## config.mk

```make
export PLATFORM = sky130hd
export DESIGN_NAME = mem_access_unit
export DESIGN_NICKNAME = d
export VERILOG_FILES = /design/src/rtl/mem_access_unit.sv
export SDC_FILE = /design/constraint.sdc
export NUM_CORES = 1
export LEC_CHECK = 0
export ABC_AREA = 1
export CAP_MARGIN = 20
export CORE_MARGIN = 4
export CORE_UTILIZATION = 40
export DETAILED_ROUTE_END_ITERATION = 6
export GPL_TIMING_DRIVEN = 0
export PLACE_DENSITY_LB_ADDON = 0.3
export SYNTH_ARGS = -nofsm -noshare
export SYNTH_HDL_FRONTEND = slang
export SYNTH_SLANG_ARGS = --single-unit
```

## constraint.sdc

```tcl
create_clock -name clk -period 2.7 [get_ports clk]
set_input_delay 0.405 -clock clk [delete_from_list [all_inputs] [get_ports clk]]
set_output_delay 0.405 -clock clk [all_outputs]
set_load 0.005 [all_outputs]
```

## src/rtl/mem_access_unit.sv

```systemverilog
// Memory access sequencer for the multicycle MIPS datapath: runs read, write and
// read-modify-write cycles against a 256-byte big-endian memory and extends load data.
module mem_access_unit #(
    parameter int ADDR_LIMIT = 255
) (
    input  logic        clk,
    input  logic        reset_n,
    input  logic        req,
    input  logic        we,
    input  logic [1:0]  size,
    input  logic        ld_signed,
    input  logic [31:0] addr,
    input  logic [31:0] wdata,
    input  logic [31:0] mem_rdata,
    output logic [31:0] mem_addr,
    output logic        mem_wr,
    output logic [31:0] mem_wdata,
    output logic [31:0] rdata,
    output logic        done,
    output logic        err,
    output logic        busy
);

    typedef enum logic [2:0] {
        S_IDLE,
        S_READ,
        S_WAIT,
        S_WRITE,
        S_DONE
    } state_t;

    localparam logic [1:0] SZ_HALF = 2'b01;
    localparam logic [1:0] SZ_BYTE = 2'b10;

    state_t      state, state_next;
    logic        we_q, we_next;
    logic [1:0]  size_q, size_next;
    logic        signed_q, signed_next;
    logic [15:0] wdata_q, wdata_next;

    logic [31:0] mem_addr_next;
    logic        mem_wr_next;
    logic [31:0] mem_wdata_next;
    logic [31:0] rdata_next;
    logic        done_next;
    logic        err_next;
    logic        busy_next;

    // Big-endian: the addressed byte sits in the top lane of the returned word.
    function automatic logic [31:0] load_ext(input logic [1:0]  sz,
                                              input logic        sgn,
                                              input logic [31:0] word);
        logic [31:0] result;
        case (sz)
            SZ_HALF: result = {{16{sgn & word[31]}}, word[31:16]};
            SZ_BYTE: result = {{24{sgn & word[31]}}, word[31:24]};
            default: result = word;
        endcase
        return result;
    endfunction

    function automatic logic [31:0] merge_store(input logic [1:0]  sz,
                                                 input logic [15:0] wd,
                                                 input logic [31:0] old);
        logic [31:0] result;
        if (sz == SZ_BYTE) result = {wd[7:0], old[23:0]};
        else               result = {wd[15:0], old[15:0]};
        return result;
    endfunction

    // NOTE: every variable gets a default before the case so no path leaves one
    // unassigned, which would otherwise infer a latch.
    always_comb begin
        state_next     = state;
        we_next        = we_q;
        size_next      = size_q;
        signed_next    = signed_q;
        wdata_next     = wdata_q;
        mem_addr_next  = mem_addr;
        mem_wr_next    = 1'b0;
        mem_wdata_next = mem_wdata;
        rdata_next     = rdata;
        done_next      = 1'b0;
        err_next       = err;

        unique case (state)
            S_IDLE: begin
                if (req) begin
                    we_next     = we;
                    size_next   = size;
                    signed_next = ld_signed;
                    wdata_next  = wdata[15:0];
                    err_next    = 1'b0;
                    if (addr > 32'(ADDR_LIMIT)) begin
                        state_next = S_DONE;
                        done_next  = 1'b1;
                        err_next   = 1'b1;
                    end else if (we && size != SZ_HALF && size != SZ_BYTE) begin
                        state_next     = S_WRITE;
                        mem_addr_next  = addr;
                        mem_wr_next    = 1'b1;
                        mem_wdata_next = wdata;
                    end else begin
                        state_next    = S_READ;
                        mem_addr_next = addr;
                    end
                end
            end
            S_READ: state_next = S_WAIT;
            S_WAIT: begin
                if (we_q) begin
                    state_next     = S_WRITE;
                    mem_wr_next    = 1'b1;
                    mem_wdata_next = merge_store(size_q, wdata_q, mem_rdata);
                end else begin
                    state_next = S_DONE;
                    done_next  = 1'b1;
                    rdata_next = load_ext(size_q, signed_q, mem_rdata);
                end
            end
            S_WRITE: begin
                state_next = S_DONE;
                done_next  = 1'b1;
            end
            S_DONE:  state_next = S_IDLE;
            default: state_next = S_IDLE;
        endcase

        busy_next = (state_next != S_IDLE);
    end

    // NOTE: sequential state uses non-blocking assignments so every register
    // samples its pre-edge value regardless of statement order.
    always_ff @(posedge clk) begin
        if (!reset_n) begin
            state     <= S_IDLE;
            we_q      <= 1'b0;
            size_q    <= 2'b00;
            signed_q  <= 1'b0;
            wdata_q   <= 16'h0;
            mem_addr  <= 32'h0;
            mem_wr    <= 1'b0;
            mem_wdata <= 32'h0;
            rdata     <= 32'h0;
            done      <= 1'b0;
            err       <= 1'b0;
            busy      <= 1'b0;
        end else begin
            state     <= state_next;
            we_q      <= we_next;
            size_q    <= size_next;
            signed_q  <= signed_next;
            wdata_q   <= wdata_next;
            mem_addr  <= mem_addr_next;
            mem_wr    <= mem_wr_next;
            mem_wdata <= mem_wdata_next;
            rdata     <= rdata_next;
            done      <= done_next;
            err       <= err_next;
            busy      <= busy_next;
        end
    end

endmodule

```

==> impl_metrics.toml <==
[synthesis]
syn_area_sq_um = 5660
yosys.area.top_type = "dfxtp_1"
synth.top_cells.by_count = "157 x nand2_1, 123 x dfxtp_1, 96 x inv_1, 96 x nor2_1, 86 x o21ai_0"
yosysWarnings = 0
yosys_register_bits = 123
netlist_instances = 789
synth_ff_type = "dfxtp_1"
synth.most_common_cell = "nand2_1"
syn_avg_cell_area_sq_um = 7.17
synth_top_area_share = 0.435
synth.distinct_cells = 25
synth.area.top_cells = "dfxtp_1 44%, nand2_1 10%, o21ai_0 7.6%, inv_1 6.4%, nor2_1 6.4%"
synthesis.nets = 894
synthArstFlopShare = 0
seq_area_frac_synth = 0.435
synth_edf_count = 0

[finish]
final_cells = 1202
n_fill_cell = 1274
register_area_sq_um = 2460
fin_nets = 1114
layout-drive-gt1-share = 0.112
design_area_sq_um = 8580
n_antenna_cell = 0
multi_input_area_sq_um = 2510
area_growth_pct = 51.8
final_core_util = 0.618

[cts]
cts_tree = "built"
cts_htree_levels = 4
cts_hold_buf = 0
postCtsSetupRepairBufs = 0
clock_path_buffers = 2
cts_resized = 0
worstSkewPairLatency_ns = 0.42
cts_buffers = 17
cts_root_buf = "clkbuf_16"
cts.sinks = 123
clk_pin_slew_worst_paths_ns = 0.06

[placed_design]
place.gp.congestion = 0.894
dp_slack_ns = 0.575
dpl.hpwl_um = 14600
dpl.cell_count = 1170
io_buffer_count = 201
placed_area_sq_um = 7890

[sta]
drv_slew = 0
fin_crit_sh = 0.715
tightest_slew_ns = 0.550
period_minus_slack_ns = 1.93
hold_ws_ns = 0.369
grt_setup_unrepaired = "false"
hold_viol = 0
tns_ns = 0
clock.fmax_mhz = 518
fin_ws_ns = 0.770
final-setup-viol-count = 0
skew_ns = 0.00865
relSlewSlack = 0.633

[floorplan]
num_rows = 43
initial_core_util = 0.407
die_area_sq_um = 16100
die_y_um = 127
core_region_area_sq_um = 13900
die_x_um = 127
io_pins = 203

[critical_path]
critical_path.cell_chain = "inv_1 > ha_1 > clkbuf_1 > inv_1 > o2111ai_1 > buf_2 > a31oi_1"
cp_slowest_cell = "dfxtp_1"
cp-start-kind = "flop"
path_buf_inv = 4
end_kind = "flop"
cp_top_family = "buffers and inverters"
arrival_ns = 2.23
crit_type = "flop to flop"
crit_required_ns = 3.00
cpMostUsedCell = "inv_1"
crit_path_max_incr_delay_ns = 0.34
path_max_fanout = 10

[power]
p_leak_nw = 4.07
pwr_density_cell_nw_per_um2 = 594
finalPower_mw = 5.10
vdd.ir_drop.worst_uv = 451

[grt]
grt_pass1_vias = 5661
grt_max_degree = 17
antenna_found_initial = 1
track_usage = 0.236
grt_pass1_wl_um = 29600
grt_overflow = 0

[drt]
wl_per_cell_um = 15.9
vias = 5903
drtAntennaViolNets = 0
vias_per_cell = 4.91
drt_iter0_drc = 597
routed_wirelength_um = 19100
drc = 0
first_pass_iters = 5

[status]
outcome = "finished clean"

[run]
drv_cap = 0

[min_path]
min_path_type = "input pin to flop"
==> routing by layer <==
| metal | global-route usage | share of wire | wire (um) | vias to the layer above |
|---|---|---|---|---|
| li1 | - | - | - | 2961 |
| met1 | 0.295 | 0.43 | 8140 | 2693 |
| met2 | 0.383 | 0.47 | 8960 | 209 |
| met3 | 0.0653 | 0.073 | 1390 | 38 |
| met4 | 0.0959 | 0.029 | 545 | 2 |
| met5 | 0 | 0.00094 | 18 | - |
==> flip-flops by register name, summed over array words and instances, names as in the netlist <==
name / flops
wdata_q: 16
mem_wdata: 32
size_q: 2
done: 1
we_q: 1
busy: 1
mem_wr: 1
mem_addr: 32
rdata: 32
signed_q: 1
state: 3
err: 1
==> cell type report <==
cell class / instances / share of cell area
Sequential cell: 123 / 0.287
Timing Repair Buffer: 201 / 0.234
Buffer: 54 / 0.0359
Inverter: 101 / 0.0442
Clock inverter: 13 / 0.0277
Clock buffer: 19 / 0.0528
Tap cell: 180 / 0.0262
Multi-Input combinational cell: 511 / 0.292
==> final timing paths <==
path	start	endpoint	slack [ns]	depth (start not counted)
setup / recovery	size_q[0]	rdata[24]	0.77	7
hold / removal	reset_n	rdata[21]	0.37	3
setup reg to reg	size_q[0]	rdata[24]	0.77	7
hold reg to reg	mem_addr[22]	mem_addr[22]	0.44	2
==> worst reg2reg max path: cells and delay by family (launching register included) <==
| family | cells | cell delay, ns |
|---|---|---|
| AOI/OAI and AO/OA | 2 | 0.40 |
| adders and majority gates | 1 | 0.27 |
| buffers and inverters | 4 | 0.80 |
| DFF | 1 | 0.34 |
==> logic make-up after synthesis <==
family,Yosys count,synth area share
adder cells (fa/ha/maj),2,0.00442
AND/OR/NAND/NOR,325,0.267
buffers and inverters,155,0.121
AO/OA/AOI/OAI,184,0.172
flip-flops,123,0.435
==> placed cells by master, fill, tap and decap left out, types with 6 or more instances in the layout <==
cell	Yosys	routed
nand3_2	30	30
nand2_1	157	157
clkbuf_1	16	16
a22o_1	7	7
a31oi_1	17	17
o21ai_1	20	20
nand3_1	27	27
buf_2	21	21
clkdlybuf4s50_1	0	201
o21ai_0	86	86
a21oi_1	53	53
buf_6	8	8
bufinv_16	0	6
inv_1	96	96
clkbuf_16	0	17
nor2_1	96	96
dfxtp_1	123	123
==> where the power goes <==
part / total, mW / switching, mW / internal (mW)
Sequential: 1.88 / 0.0208 / 1.86
Combinational: 0.569 / 0.303 / 0.266
Clock: 2.65 / 0.861 / 1.79
Total: 5.10 / 1.18 / 3.91
Note: power is estimated with default switching activity, not from simulation.
